===== config.mk =====
export PLATFORM = sky130hd
export DESIGN_NAME = regfile_multi
export DESIGN_NICKNAME = d
export VERILOG_FILES = /design/src/rtl/regfile_multi.sv
export SDC_FILE = /design/constraint.sdc
export NUM_CORES = 2
export LEC_CHECK = 0
export BUFFER_PORTS_ARGS = -buffer_cell sky130_fd_sc_hd__buf_2
export CAP_MARGIN = 10
export CORE_ASPECT_RATIO = 0.5
export CORE_MARGIN = 4
export CORE_UTILIZATION = 40
export DETAILED_ROUTE_END_ITERATION = 12
export GPL_TIMING_DRIVEN = 1
export PLACE_DENSITY = 0.58
export SETUP_SLACK_MARGIN = 0.05
export SLEW_MARGIN = 30
export SYNTH_ARGS = -nofsm -noshare
export SYNTH_HDL_FRONTEND = slang
export SYNTH_SLANG_ARGS = --single-unit

===== constraint.sdc =====
create_clock -name CK -period 43 [get_ports CK]
set_input_delay 2.15 -clock CK [delete_from_list [all_inputs] [get_ports CK]]
set_output_delay 2.15 -clock CK [all_outputs]
set_load 0.1 [all_outputs]

===== src/rtl/regfile_multi.sv =====
// regfile_multi
//   General-purpose register file: NRD combinational read ports, one
//   synchronous write port, register 0 hardwired to zero. A soft-clear
//   request (Init) starts a sweep that zeroes registers 1..DEPTH-1, one per
//   cycle. CLR is an asynchronous, active-high hard reset.
//
//   Optional build macro: REGFILE_BYPASS_EN
//     When defined, a read port whose address matches an active write
//     (nonzero address, not Busy) returns WriteData in the same cycle.
//
// Ports
//   CK            clock, all state changes on posedge
//   CLR           asynchronous active-high reset
//   Init          soft-clear request, sampled on posedge
//   ReadRegster   NRD packed read addresses, port k at [k*ADDR_W +: ADDR_W]
//   ReadData      NRD packed read data,      port k at [k*DATA_W +: DATA_W]
//   RegWrite      write enable
//   WriteRegster  write address
//   WriteData     write data
//   Busy          sweep in progress
//   Done          one-cycle pulse after the sweep completes
//   WrDrop        one-cycle pulse: a write was discarded during a sweep
module regfile_multi #(
  parameter int DATA_W = 32,
  parameter int ADDR_W = 5,
  parameter int NRD    = 2
) (
  input  logic                   CK,
  input  logic                   CLR,
  input  logic                   Init,
  input  logic [NRD*ADDR_W-1:0]  ReadRegster,
  output logic [NRD*DATA_W-1:0]  ReadData,
  input  logic                   RegWrite,
  input  logic [ADDR_W-1:0]      WriteRegster,
  input  logic [DATA_W-1:0]      WriteData,
  output logic                   Busy,
  output logic                   Done,
  output logic                   WrDrop
);

  localparam int DEPTH = 2 ** ADDR_W;
  localparam logic [ADDR_W-1:0] PTR_FIRST = ADDR_W'(1);
  localparam logic [ADDR_W-1:0] PTR_LAST  = ADDR_W'(DEPTH - 1);

  typedef enum logic {IDLE, SWEEP} stateT;

  stateT             state, stateNext;
  logic [ADDR_W-1:0] ptr, ptrNext;
  logic              wrEn;
  logic              sweepEnd;
  logic              dropNow;
  logic [DATA_W-1:0] regs [DEPTH];

  // Next-state / control decode
  always_comb begin
    stateNext = state;
    ptrNext   = ptr;
    wrEn      = 1'b0;
    sweepEnd  = 1'b0;
    dropNow   = 1'b0;
    case (state)
      IDLE: begin
        // A write in the same cycle as Init still lands; the sweep erases it.
        wrEn = RegWrite && (WriteRegster != '0);
        if (Init) begin
          stateNext = SWEEP;
          ptrNext   = PTR_FIRST;
        end
      end
      SWEEP: begin
        dropNow = RegWrite && (WriteRegster != '0);
        ptrNext = ptr + ADDR_W'(1);
        if (ptr == PTR_LAST) begin
          sweepEnd  = 1'b1;
          stateNext = IDLE;
          ptrNext   = PTR_FIRST;
        end
      end
      default: begin
        stateNext = IDLE;
        ptrNext   = PTR_FIRST;
      end
    endcase
  end

  // Control registers
  always_ff @(posedge CK or posedge CLR) begin
    if (CLR) begin
      state  <= IDLE;
      ptr    <= PTR_FIRST;
      Done   <= 1'b0;
      WrDrop <= 1'b0;
    end else begin
      state  <= stateNext;
      ptr    <= ptrNext;
      Done   <= sweepEnd;
      WrDrop <= dropNow;
    end
  end

  // Register array: hard reset, writeback, sweep clear
  always_ff @(posedge CK or posedge CLR) begin
    if (CLR) begin
      for (int i = 0; i < DEPTH; i++) regs[i] <= '0;
    end else if (wrEn) begin
      regs[WriteRegster] <= WriteData;
    end else if (state == SWEEP) begin
      regs[ptr] <= '0;
    end
  end

  assign Busy = (state == SWEEP);

  // Combinational read ports
  for (genvar k = 0; k < NRD; k++) begin : gRead
    logic [ADDR_W-1:0] addr;
    logic [DATA_W-1:0] data;

    assign addr = ReadRegster[k*ADDR_W +: ADDR_W];

    always_comb begin
      data = '0;
      if (!Busy && (addr != '0)) begin
`ifdef REGFILE_BYPASS_EN
        if (RegWrite && (WriteRegster == addr)) data = WriteData;
        else                                    data = regs[addr];
`else
        data = regs[addr];
`endif
      end
    end

    assign ReadData[k*DATA_W +: DATA_W] = data;
  end

endmodule


==> metrics <==
synth cell count leaders sky130_fd_sc_hd__dfrtp_1, sky130_fd_sc_hd__a22o_1, sky130_fd_sc_hd__mux2i_1; final setup fails 0; hold buffers post-CTS 0; number of global-route vias before repair 41189; per-instance average area after synthesis 12.46 sq um; layout cells sized above 1 0.1729; largest net degree at the start of global routing 156; detail-routed net length per standard cell 37.98 microns; Yosys warnings 0; Vert. Die Dim 265.0 microns; Pre-Repair DR Iteration Count 6; switching power 0.9289 mW; run status complete, no violations; P&R area growth vs syn 11.46%; share of flip-flops with an asynchronous set or reset 1.000; number of buffers created by CTS 102; fin worst setup slack 34.09 ns; IO buf count 117; most used standard cell by instance count after synthesis sky130_fd_sc_hd__dfrtp_1; IO Count 118; time the worst path needs with I/O delays and setup 8.911 ns; sequential share of the synthesized area 0.4887; Critical Path Fanout Max 119; routed wire length 225200 microns; routability congestion estimate from global placement 0.9411; Worst Setup Path Type input pin to output port; Total Nets Final 4140; nature of the critical path endpoint output port; total negative setup slack 0 ns; Max Fclk 0.1122 GHz; Clock Latency Late Sink 0.72 ns; half-perimeter wire length after placement 127900 microns; fraction of power consumed by combinational cells 0.228; Max stage delay cell, worst path sky130_fd_sc_hd__buf_4; top cells by area, synth sky130_fd_sc_hd__dfrtp_1, sky130_fd_sc_hd__a22o_1, sky130_fd_sc_hd__mux2i_1; EDFF count, synth 0; starting density of the core 0.4066; per-cell via count in the routed design 7.266; Worst slew margin 0.1884; instance count along the most critical hold path 1; Period Utilization, post-route 0.2072; TritonCTS clock tree yes; # DRC 0; H-tree depth 3; Critical Path Max Stage Delay 0.78 ns; Final ANT Viol Nets 0; Cell Int Power 1.875 mW; power density of the placed cells 47.60 nW/um^2; Clock Power Share 0.327; routed via count 43085; most used flip-flop cell after synthesis sky130_fd_sc_hd__dfrtp_1; count of pins over their slew limit 0; clock sink count 1032; Root Buffer Master sky130_fd_sc_hd__clkbuf_16; placement-stage worst setup slack 34.17 ns; global-route congestion overflow total 0; DR iter-0 viols 6770; clock skew after layout 0.01812 ns; count of mapped cells out of synthesis 4242; data arrival time of the worst path 6.76 ns; Cell Area, Synth 52840 sq um; portion of synthesized cell area occupied by the leading cell type 0.4882; Total Die Area 138300 sq um; number of flip-flops and latches in the synthesized netlist 1032; horizontal extent of the die 522.0 microns; R2R depth 7; Hold Path Class register to register; IR drop worst, VDD 0.03228 mV; Clock Path Buffers 3; area of the placeable core 130000 sq um; slew at the pin closest to its max-slew limit 1.217 ns; area leader, netlist sky130_fd_sc_hd__dfrtp_1; setup repair after global routing missed its margin false; number of antenna violations at the first check in global routing 18; leakage power figure 26.92 nW; number of setup buffers added after CTS 0; CP most frequent cell sky130_fd_sc_hd__buf_4; critical path startpoint category input pin; Core Rows 93; switching share of power 0.3313; count of cell types in the netlist 43; ordered cell list for the critical path buf_8 > buf_4 > buf_4 > buf_12 > nor2b_4 > buf_4 > a22oi_1 > nand3_1 > nand4_1 > buf_2; global-route wire length before repair 319800 microns; post-cts resize count 0; maximum capacitance violations 0; clock transition at the registers of the reported paths 0.06 ns; Synthesized Nets 4298; aggregate global-route resource usage 0.3165; required time of the critical path 40.85 ns; Hold Violations, Final 0; Sequential Power Share 0.445
power groups by stage:
stage	logic (mW)	clock network (mW)	registers, mW
2_1_floorplan	0.427	0	1.22
3_3_place_gp	0.615	0	1.25
3_5_place_dp	0.625	0	1.25
4_1_cts	0.625	0.923	1.24
5_1_grt	0.668	0.964	1.26
6_report	0.639	0.918	1.25
through the flow:
| stage | power [mW] | hold slack, ns | utilization | area, sq um | cells |
|---|---|---|---|---|---|
| after CTS | 2.786 | 0.5104 | 0.4518 | 58720 | 5910 |
| after detailed placement | 1.875 | 0.4926 | 0.4263 | 55410 | 5725 |
| after global routing | 2.892 | 0.5273 | 0.4531 | 58900 | 5928 |
| final | 2.804 | 0.5083 | 0.4532 | 58900 | 5930 |
| after floorplan | 1.651 | 0.4666 | - | 52840 | 4242 |
| after global placement | 1.861 | 0.4835 | 0.4258 | 55350 | 5721 |
cells in the final DEF (no fill, tap or decap), types with 15 or more instances in the layout:
master,instances
sky130_fd_sc_hd__dfrtp_1,1031
sky130_fd_sc_hd__a22o_1,992
sky130_fd_sc_hd__mux2i_1,596
sky130_fd_sc_hd__a22oi_1,301
sky130_fd_sc_hd__mux4_2,214
sky130_fd_sc_hd__nand3_1,149
sky130_fd_sc_hd__buf_4,124
sky130_fd_sc_hd__buf_2,111
sky130_fd_sc_hd__clkbuf_16,104
sky130_fd_sc_hd__nand2_1,92
sky130_fd_sc_hd__a21oi_1,84
sky130_fd_sc_hd__nand4_1,66
sky130_fd_sc_hd__and2_1,37
sky130_fd_sc_hd__clkbuf_1,32
sky130_fd_sc_hd__nor2_4,29
sky130_fd_sc_hd__clkbuf_8,24
sky130_fd_sc_hd__a32oi_1,19
sky130_fd_sc_hd__a31oi_4,16
sky130_fd_sc_hd__clkinv_2,16
sky130_fd_sc_hd__a21oi_4,15
path summary, 6_finish.rpt:
kind | start | endpoint | slack (ns)
max | ReadRegster[6] | ReadData[61] | 34.09
min | regs[1014]$_DFFE_PP0P_ | regs[1014]$_DFFE_PP0P_ | 0.51
max reg2reg | Busy$_DFF_PP0_ | regs[97]$_DFFE_PP0P_ | 40.00
min reg2reg | regs[1014]$_DFFE_PP0P_ | regs[1014]$_DFFE_PP0P_ | 0.51
max in group asynchronous | CLR | regs[961]$_DFFE_PP0P_ | 37.54
min in group asynchronous | CLR | regs[470]$_DFFE_PP0P_ | 1.48
per-layer routing:
layer | vias to the layer above | part of all wire | track usage
met5 | - | 0.00021 | 0.004054
met4 | 8 | 0.028 | 0.08808
met3 | 463 | 0.17 | 0.1658
met2 | 3343 | 0.40 | 0.4161
met1 | 22759 | 0.41 | 0.4493
li1 | 16512 | - | -
cell type report:
| class | count | area (sq um) |
|---|---|---|
| inverter | 9 | 41.29 |
| clock buffer | 160 | 3053 |
| timing repair buffer | 254 | 1808 |
| multi-input combinational | 2685 | 25700 |
| sequential | 1032 | 25830 |
| fill | 11605 | 71070 |
| tap | 1757 | 2198 |
| clock inverter | 25 | 260.3 |
| antenna | 8 | 20.02 |
logic make-up (layout without fill, tap and decap cells):
group,after synthesis,count (layout),share of synthesized area
AND/OR/NAND/NOR,433,433,0.04368
other,0,8,0
buffers and inverters,525,448,0.03930
multiplexers,810,810,0.2041
XOR/XNOR,2,2,0.0003315
flip-flops,1032,1032,0.4887
AO/OA/AOI/OAI,1435,1435,0.2227
adder cells (fa/ha/maj),5,5,0.001184
flip-flops by register name, indices dropped and copies added, names as in the netlist:
signal and flops:
WrDrop 1, Busy 1, ptr 5, Done 1
regs 1024
worst max-delay path: cells and delay by family:
family | cells | cell delay [ns]
buffers and inverters | 6 | 3.46
AOI/OAI and AO/OA | 1 | 0.19
and+or+nand+nor | 3 | 0.77
(Power assumes the default switching activity.)
